### config.mk
export PLATFORM = sky130hd
export DESIGN_NAME = maquina_param
export DESIGN_NICKNAME = d
export VERILOG_FILES = /design/src/rtl/maquina_param.sv
export SDC_FILE = /design/constraint.sdc
export NUM_CORES = 1
export LEC_CHECK = 0
export ABC_AREA = 0
export BUFFER_PORTS_ARGS = -buffer_cell sky130_fd_sc_hd__buf_2
export CAP_MARGIN = 20
export CORE_MARGIN = 2
export CORE_UTILIZATION = 45
export DETAILED_ROUTE_END_ITERATION = 10
export PLACE_DENSITY = 0.7
export SLEW_MARGIN = 20
export SYNTH_ARGS = -nofsm -noshare
export SYNTH_HDL_FRONTEND = slang
export SYNTH_SLANG_ARGS = --single-unit
### constraint.sdc
create_clock -name clk -period 4.1 [get_ports clk]
set_input_delay 0.205 -clock clk [delete_from_list [all_inputs] [get_ports clk]]
set_output_delay 0.205 -clock clk [all_outputs]
set_load 0.03 [all_outputs]
### src/rtl/maquina_param.sv
// maquina_param: FIFO bank monitor with per-channel occupancy and threshold flags.
// Build option: MAQUINA_PARAM_ERROR_RECOVERY_EN lets init=1 leave ERROR.
module maquina_param #(
  parameter int NUM_FIFOS = 4,
  parameter int DEPTH     = 8,
  parameter int UMBRAL_W  = 4
) (
  input  logic                 clk,
  input  logic                 reset,
  input  logic                 init,
  input  logic [UMBRAL_W-1:0]  umbral_alto_in,
  input  logic [UMBRAL_W-1:0]  umbral_bajo_in,
  input  logic [NUM_FIFOS-1:0] fifo_full,
  input  logic [NUM_FIFOS-1:0] fifo_empty,
  input  logic [NUM_FIFOS-1:0] fifo_read,
  input  logic [NUM_FIFOS-1:0] fifo_write,
  output logic                 init_out,
  output logic                 idle_out,
  output logic                 active_out,
  output logic                 error_out,
  output logic [UMBRAL_W-1:0]  umbral_alto_out,
  output logic [UMBRAL_W-1:0]  umbral_bajo_out,
  output logic [NUM_FIFOS-1:0] almost_full,
  output logic [NUM_FIFOS-1:0] almost_empty,
  output logic [NUM_FIFOS-1:0] error_fifo
);

  localparam int CW = $clog2(DEPTH + 1);
  localparam int MW = (CW > UMBRAL_W) ? CW : UMBRAL_W;
  localparam logic [UMBRAL_W-1:0] ALTO_DEF = UMBRAL_W'(DEPTH - 1);
  localparam logic [UMBRAL_W-1:0] BAJO_DEF = UMBRAL_W'(1);
  localparam logic [CW-1:0] CNT_MAX = CW'(DEPTH);

  typedef enum logic [2:0] {
    S_RESET,
    S_INIT,
    S_IDLE,
    S_ACTIVE,
    S_ERROR
  } state_t;

  state_t state;
  state_t state_nx;

  logic [CW-1:0] cnt    [NUM_FIFOS];
  logic [CW-1:0] cnt_nx [NUM_FIFOS];

  logic [NUM_FIFOS-1:0] evt;
  logic [NUM_FIFOS-1:0] err_nx;
  logic [NUM_FIFOS-1:0] af_nx;
  logic [NUM_FIFOS-1:0] ae_nx;
  logic [UMBRAL_W-1:0]  alto_nx;
  logic [UMBRAL_W-1:0]  bajo_nx;
  logic                 running;
  logic                 any_evt;
  logic                 recover;

  assign evt = (fifo_write & fifo_full & ~fifo_read)
             | (fifo_read & fifo_empty);
  assign running = (state != S_RESET);
  assign any_evt = running & (|evt);

  // Error beats init, init beats the empty/non-empty moves.
  always_comb begin
    state_nx = state;
    recover  = 1'b0;
    unique case (state)
      S_RESET: state_nx = S_INIT;
      S_INIT: begin
        if (any_evt)    state_nx = S_ERROR;
        else if (!init) state_nx = S_IDLE;
      end
      S_IDLE: begin
        if (any_evt)             state_nx = S_ERROR;
        else if (init)           state_nx = S_INIT;
        else if (!(&fifo_empty)) state_nx = S_ACTIVE;
      end
      S_ACTIVE: begin
        if (any_evt)          state_nx = S_ERROR;
        else if (init)        state_nx = S_INIT;
        else if (&fifo_empty) state_nx = S_IDLE;
      end
      S_ERROR: begin
`ifdef MAQUINA_PARAM_ERROR_RECOVERY_EN
        if (!any_evt && init) begin
          state_nx = S_INIT;
          recover  = 1'b1;
        end
`else
        state_nx = S_ERROR;
`endif
      end
      default: state_nx = S_RESET;
    endcase
  end

  always_comb begin
    alto_nx = umbral_alto_out;
    bajo_nx = umbral_bajo_out;
    if (state == S_INIT) begin
      if (state_nx != S_INIT &&
          umbral_bajo_in > umbral_alto_in) begin
        alto_nx = ALTO_DEF;
        bajo_nx = BAJO_DEF;
      end else begin
        alto_nx = umbral_alto_in;
        bajo_nx = umbral_bajo_in;
      end
    end
  end

  always_comb begin
    err_nx = error_fifo;
    if (recover)      err_nx = '0;
    else if (running) err_nx = error_fifo | evt;
  end

  // Flags are taken from the post-update count and thresholds.
  always_comb begin
    for (int i = 0; i < NUM_FIFOS; i++) begin
      cnt_nx[i] = cnt[i];
      if (running) begin
        if (fifo_write[i] && !fifo_read[i] &&
            cnt[i] != CNT_MAX)
          cnt_nx[i] = cnt[i] + CW'(1);
        else if (fifo_read[i] && !fifo_write[i] &&
                 cnt[i] != '0)
          cnt_nx[i] = cnt[i] - CW'(1);
      end
      af_nx[i] = MW'(cnt_nx[i]) >= MW'(alto_nx);
      ae_nx[i] = MW'(cnt_nx[i]) <= MW'(bajo_nx);
    end
  end

  always_ff @(posedge clk or negedge reset) begin
    if (!reset) begin
      state           <= S_RESET;
      init_out        <= 1'b0;
      idle_out        <= 1'b0;
      active_out      <= 1'b0;
      error_out       <= 1'b0;
      umbral_alto_out <= ALTO_DEF;
      umbral_bajo_out <= BAJO_DEF;
      almost_full     <= '0;
      almost_empty    <= '1;
      error_fifo      <= '0;
      for (int i = 0; i < NUM_FIFOS; i++)
        cnt[i] <= '0;
    end else begin
      state           <= state_nx;
      init_out        <= (state_nx == S_INIT);
      idle_out        <= (state_nx == S_IDLE);
      active_out      <= (state_nx == S_ACTIVE);
      error_out       <= (state_nx == S_ERROR);
      umbral_alto_out <= alto_nx;
      umbral_bajo_out <= bajo_nx;
      almost_full     <= af_nx;
      almost_empty    <= ae_nx;
      error_fifo      <= err_nx;
      for (int i = 0; i < NUM_FIFOS; i++)
        cnt[i] <= cnt_nx[i];
    end
  end

endmodule

# == Word-level counts from Yosys, hierarchy flattened ==
# Cells that the tools add are included.
# op_classes
n_reduce_logical,33
n_addsub,8
order_cmp,9
n_bitwise,7
n_eq_ne,13
mux,25
# op_table
cell,count
4-bit two-way mux,16
3-bit two-way mux,8
1-bit logical AND,17
"4-bit by 1-bit adder with 4-bit output, second input constant",4
4-bit greater-or-equal comparator,4
4-bit less-or-equal comparator,4
"4-bit != test, second input constant",4
4-bit nonzero test,4
"4-bit by 1-bit subtractor with 4-bit output, second input constant",4
3-bit one-hot mux with 5 select lines,1
4-bit bitwise AND,3
"3-bit by 2-bit == test with 1-bit output, second input constant",4
1-bit zero test,8
4-bit bitwise OR,2
"3-bit by 1-bit == test with 1-bit output, second input constant",2
"3-bit == test, second input constant",2
4-bit > comparator,1
4-bit NOT,1
4-bit AND reduction,1
4-bit OR reduction,1
3-bit zero test,1
"3-bit by 1-bit != test with 1-bit output, second input constant",1
3-bit nonzero test,1
1-bit bitwise AND,1
# totals
wordCells,109
output_inout_bits,24
in_bits,27
reg_bits,43

# == Logic depth before layout (Yosys ltp) ==
# depth
depth_word,12
ltp_mapped,13
mapped_depth_nobuf,13

# == Worst setup path before layout ==
# Ideal clock, no wire load.
# synth_path
path_type,in2reg
startpoint,input port fifo_full[0]
endpoint,register almost_full[3]
t_required_ns,3.982
arrival_time_ns,2.737
slack_ns,1.245
stages,12
setup_time_ns,0.118
cell_sequence,and3b_1 > a2111oi_0 > and3_1 > buf_6 > a21oi_1 > nand2b_1 > o22a_1 > ha_1 > nand2b_1 > a21o_1 > maj3_1 > a21o_1
# synth_between
elab_chain_cells,12
# synth_rtl
element,line,rtl
start: declaration,13,"input logic [NUM_FIFOS-1:0] fifo_full,"
4-bit bitwise AND * (2 in series),58,assign evt = (fifo_write & fifo_full & ~fifo_read)
4-bit bitwise OR *,59,| (fifo_read & fifo_empty);
4-bit OR reduction *,61,assign any_evt = running & (|evt);
1-bit bitwise AND *,61,
"3-bit two-way mux, on equally long branches","79, 70, 74",
3-bit one-hot mux with 5 select lines *,67,unique case (state)
3-bit by 1-bit != test with 1-bit output *,101,if (state_nx != S_INIT &&
1-bit logical AND *,101,
4-bit two-way mux *,101,
4-bit two-way mux *,100,if (state == S_INIT) begin
4-bit greater-or-equal comparator *,130,af_nx[i] = MW'(cnt_nx[i]) >= MW'(alto_nx);
named net af_nx[3],50,logic [NUM_FIFOS-1:0] af_nx;
end signal: assignment,157,almost_full <= af_nx;
end: declaration,23,"output logic [NUM_FIFOS-1:0] almost_full,"
# The timed path passes the listed nets; every way through them passes the cells marked *.
# A chain may end at the register's enable or synchronous reset.

# == Worst setup path in the final report ==
# layout_path
startpoint,input port fifo_read[0]
endpoint,register almost_full[0]
# layout_between
elab_chain_cells,12
# layout_rtl
element,line,rtl
start: declaration,15,"input logic [NUM_FIFOS-1:0] fifo_read,"
4-bit NOT,58,
4-bit bitwise AND,58,
4-bit bitwise OR,59,
4-bit OR reduction,61,
1-bit bitwise AND,61,
"3-bit two-way mux, on equally long branches","79, 70, 74",
3-bit one-hot mux with 5 select lines,67,
3-bit by 1-bit != test with 1-bit output,101,
1-bit logical AND,101,
4-bit two-way mux,101,
4-bit two-way mux,100,
4-bit greater-or-equal comparator *,130,
named net af_nx[0],50,
# Marks and branches as above.

==> impl_metrics.ini <==
[setup_path]
worst_path_largest_cell_delay_ps = 590
timing.rr.end = almost_full[0]$_DFF_PN0_
worstPathMaxFanout = 6
worstReg2RegStart = state[2]$_DFF_PN0_
worstSetupStartpointType = input port
critPathTopFamily = compound AO/OA/AOI/OAI gates
critPathKind = in -> reg
slowest_stage = a2111oi_0
reg2reg_setup_slack_ps = 1010
worstPathCellList = buf_2, and3b_1, a2111oi_0, and3_1, a21oi_1, nand2b_1, o22ai_1, ha_1, a21o_1, maj3_1, a21o_1
cpMostUsedCell = a21o_1
worst-path-buf-inv = 1
r2r_cells = 9
cp_data_arrival_time_ps = 3350
worst_setup_path_end_kind = register
required_ps = 4300

[yosys]
synth_flop_cell = dfrtp_1
synth_fp_nets = 361
muxShareOfSynthArea_pct = 1.35
synth_xor_area_share_pct = 8.26
synth_warnings = 0
synth-edff-count = 0
syn_area_per_cell_um2 = 9.83
yosysMostFrequentCell = dfrtp_1
syn_inst = 302
synth.cell_area_um2 = 2970
synth.largest_area_cell = dfrtp_1
yosys.area_share.simple_pct = 13.8
yosysSeqAreaShare_pct = 36.6
synth-adder-area-share_pct = 16.2
netlist_top_cells_area = dfrtp_1 30%, ha_1 13%, xnor2_1 7.7%, dfstp_2 7.1%, inv_1 4.0%
synth_seq_cells = 43
yosysUniqueCellTypes = 52
synth_compound_area_share_pct = 18.3
synth_top_cell_area_share_pct = 29.5
synthArstFlopShare_pct = 100
yosys-top-cells-count = 35 x dfrtp_1, 32 x ha_1, 32 x inv_1, 26 x xnor2_1
synth_top_family_by_area = compound AO/OA/AOI/OAI gates

[pwr]
p_per_area_nw_per_um2 = 890
power.leakage_nw = 1.61
ir_drop_v = 0.000476

[timing]
hold_viol_final = 0
rsz0062_at_grt = false
finalCritPeriodShare_pct = 76.7
setup_tns_ps = 0
slew_violations = 0
worst_pin_slew_ps = 953
finalCriticalPeriod_ps = 3140
clock.fmax_mhz = 318
slew_headroom_pct = 36.5
final-setup-viol-count = 0
worst_slack_ps = 956
clock_skew_ps = 6.71

[clocking]
clock_sinks = 43
cts_resized = 0
clk_latency_ps = 300
htreeDepth = 2
ctsHoldBuffers = 0
cts_buffers = 5
root_buffer = clkbuf_8
clkSlewWorstSetupHoldPaths_ps = 80
cts_tree = yes
cts_setup_buffers = 0
clock_path_buffers = 2

[place]
hpwl_um = 5330
dpl_cell_area_um2 = 3290
place.gp.congestion = 0.903
place_ws_ps = 577
io_buffers = 50
dp_cells = 425

[die]
core_area_um2 = 6350
ioPinCount = 51
rows = 29
fp.dieH_um = 85.2
start_util_pct = 46.7
dieWidth_um = 85.2
die_area_um2 = 7260

[global_routing]
antenna_found_initial = 0
grt_pass1_vias = 2417
grt.total_usage_pct = 19.9
grt_overflow = 0
grt_pass1_wl_um = 11400
grt_max_degree = 44

[final_layout]
finish.net_count = 414
antenna_cells = 0
finalInstanceArea_um2 = 3370
fin_util_pct = 53.1
nFillCells = 580
final_cells = 433
areaGrowthSynthToFinish_pct = 13.7
drive_gt1_share_pct = 22.2
multi_input_area_um2 = 1720
seq_area_um2 = 1090

[run]
drv_cap = 0

[route]
vias_per_cell = 5.54
dr.pass1.iters = 4
drt_iter0_markers = 113
wl_um = 6800
drc = 0
ant_nets = 0
wl_per_cell_um = 15.7
num_vias = 2398

[outcome]
outcome = completed

[worst_hold_path]
worstHoldPathType = in -> async
flip-flops by register name (all words and copies together) (netlist names):
signal           count
idle_out             1
cnt                 16
active_out           1
almost_full          4
umbral_alto_out      4
state                3
error_out            1
umbral_bajo_out      4
init_out             1
almost_empty         4
error_fifo           4
power breakdown:
part	leakage (nW)	internal [W]	switching [W]	total (W)
Combinational	1.06	0.000815	0.00113	0.00194
Clock	0.0477	0.000117	0.000150	0.000267
Sequential	0.497	0.000643	0.000149	0.000792
area by class of cell:
type,instances,area share (%)
Multi-Input combinational cell,220,50.9
Sequential cell,43,32.2
Timing Repair Buffer,52,7.86
Inverter,33,3.67
Tap cell,77,2.86
Clock buffer,5,2.04
Clock inverter,3,0.445
worst max-delay path by stage:
stage,depth (start not counted),end,start
finish,11,almost_full[0]$_DFF_PN0_,fifo_read[0]
global route,11,almost_full[2]$_DFF_PN0_,fifo_read[0]
CTS,11,almost_full[0]$_DFF_PN0_,fifo_read[0]
detailed placement,11,almost_full[0]$_DFF_PN0_,fifo_read[0]
global placement,11,almost_full[3]$_DFF_PN0_,fifo_read[0]
floorplan,12,almost_full[3]$_DFF_PN0_,fifo_full[0]
cells by family (layout without fill, tap and decap cells):
group,count (synthesis),in the layout
flops,43,43
buf+inv,39,93
mux,4,4
xor+xnor,28,28
simple gates,74,74
fa+ha+maj,40,40
compound gates,74,74
layer usage:
metal  vias to the layer above  track usage, %  routed length (µm)
met5                         -               0                   0
met1                      1136            27.7                3220
met4                         0            6.06                 157
met2                        70            31.0                3050
met3                        18            4.86                 374
li1                       1174               -                   -
per-stage QoR:
step | hold slack, ps | power (W)
floorplan | -90.6 | 0.00228
global placement | 406 | 0.00267
detailed placement | 415 | 0.00274
CTS | 90.4 | 0.00302
global route | 123 | 0.00330
finish | 46.9 | 0.00300
cells in the final DEF (no fill, tap or decap), types with 6 or more instances in the layout:
master,n
nor2_1,15
dfstp_2,8
maj3_1,8
nor3_1,6
xnor2_1,26
inv_1,32
nor2b_1,7
nand2_1,16
a21oi_1,16
buf_2,50
o31ai_1,8
ha_1,32
dfrtp_1,35
a21o_1,9
Power figures use the tool's default switching activity.
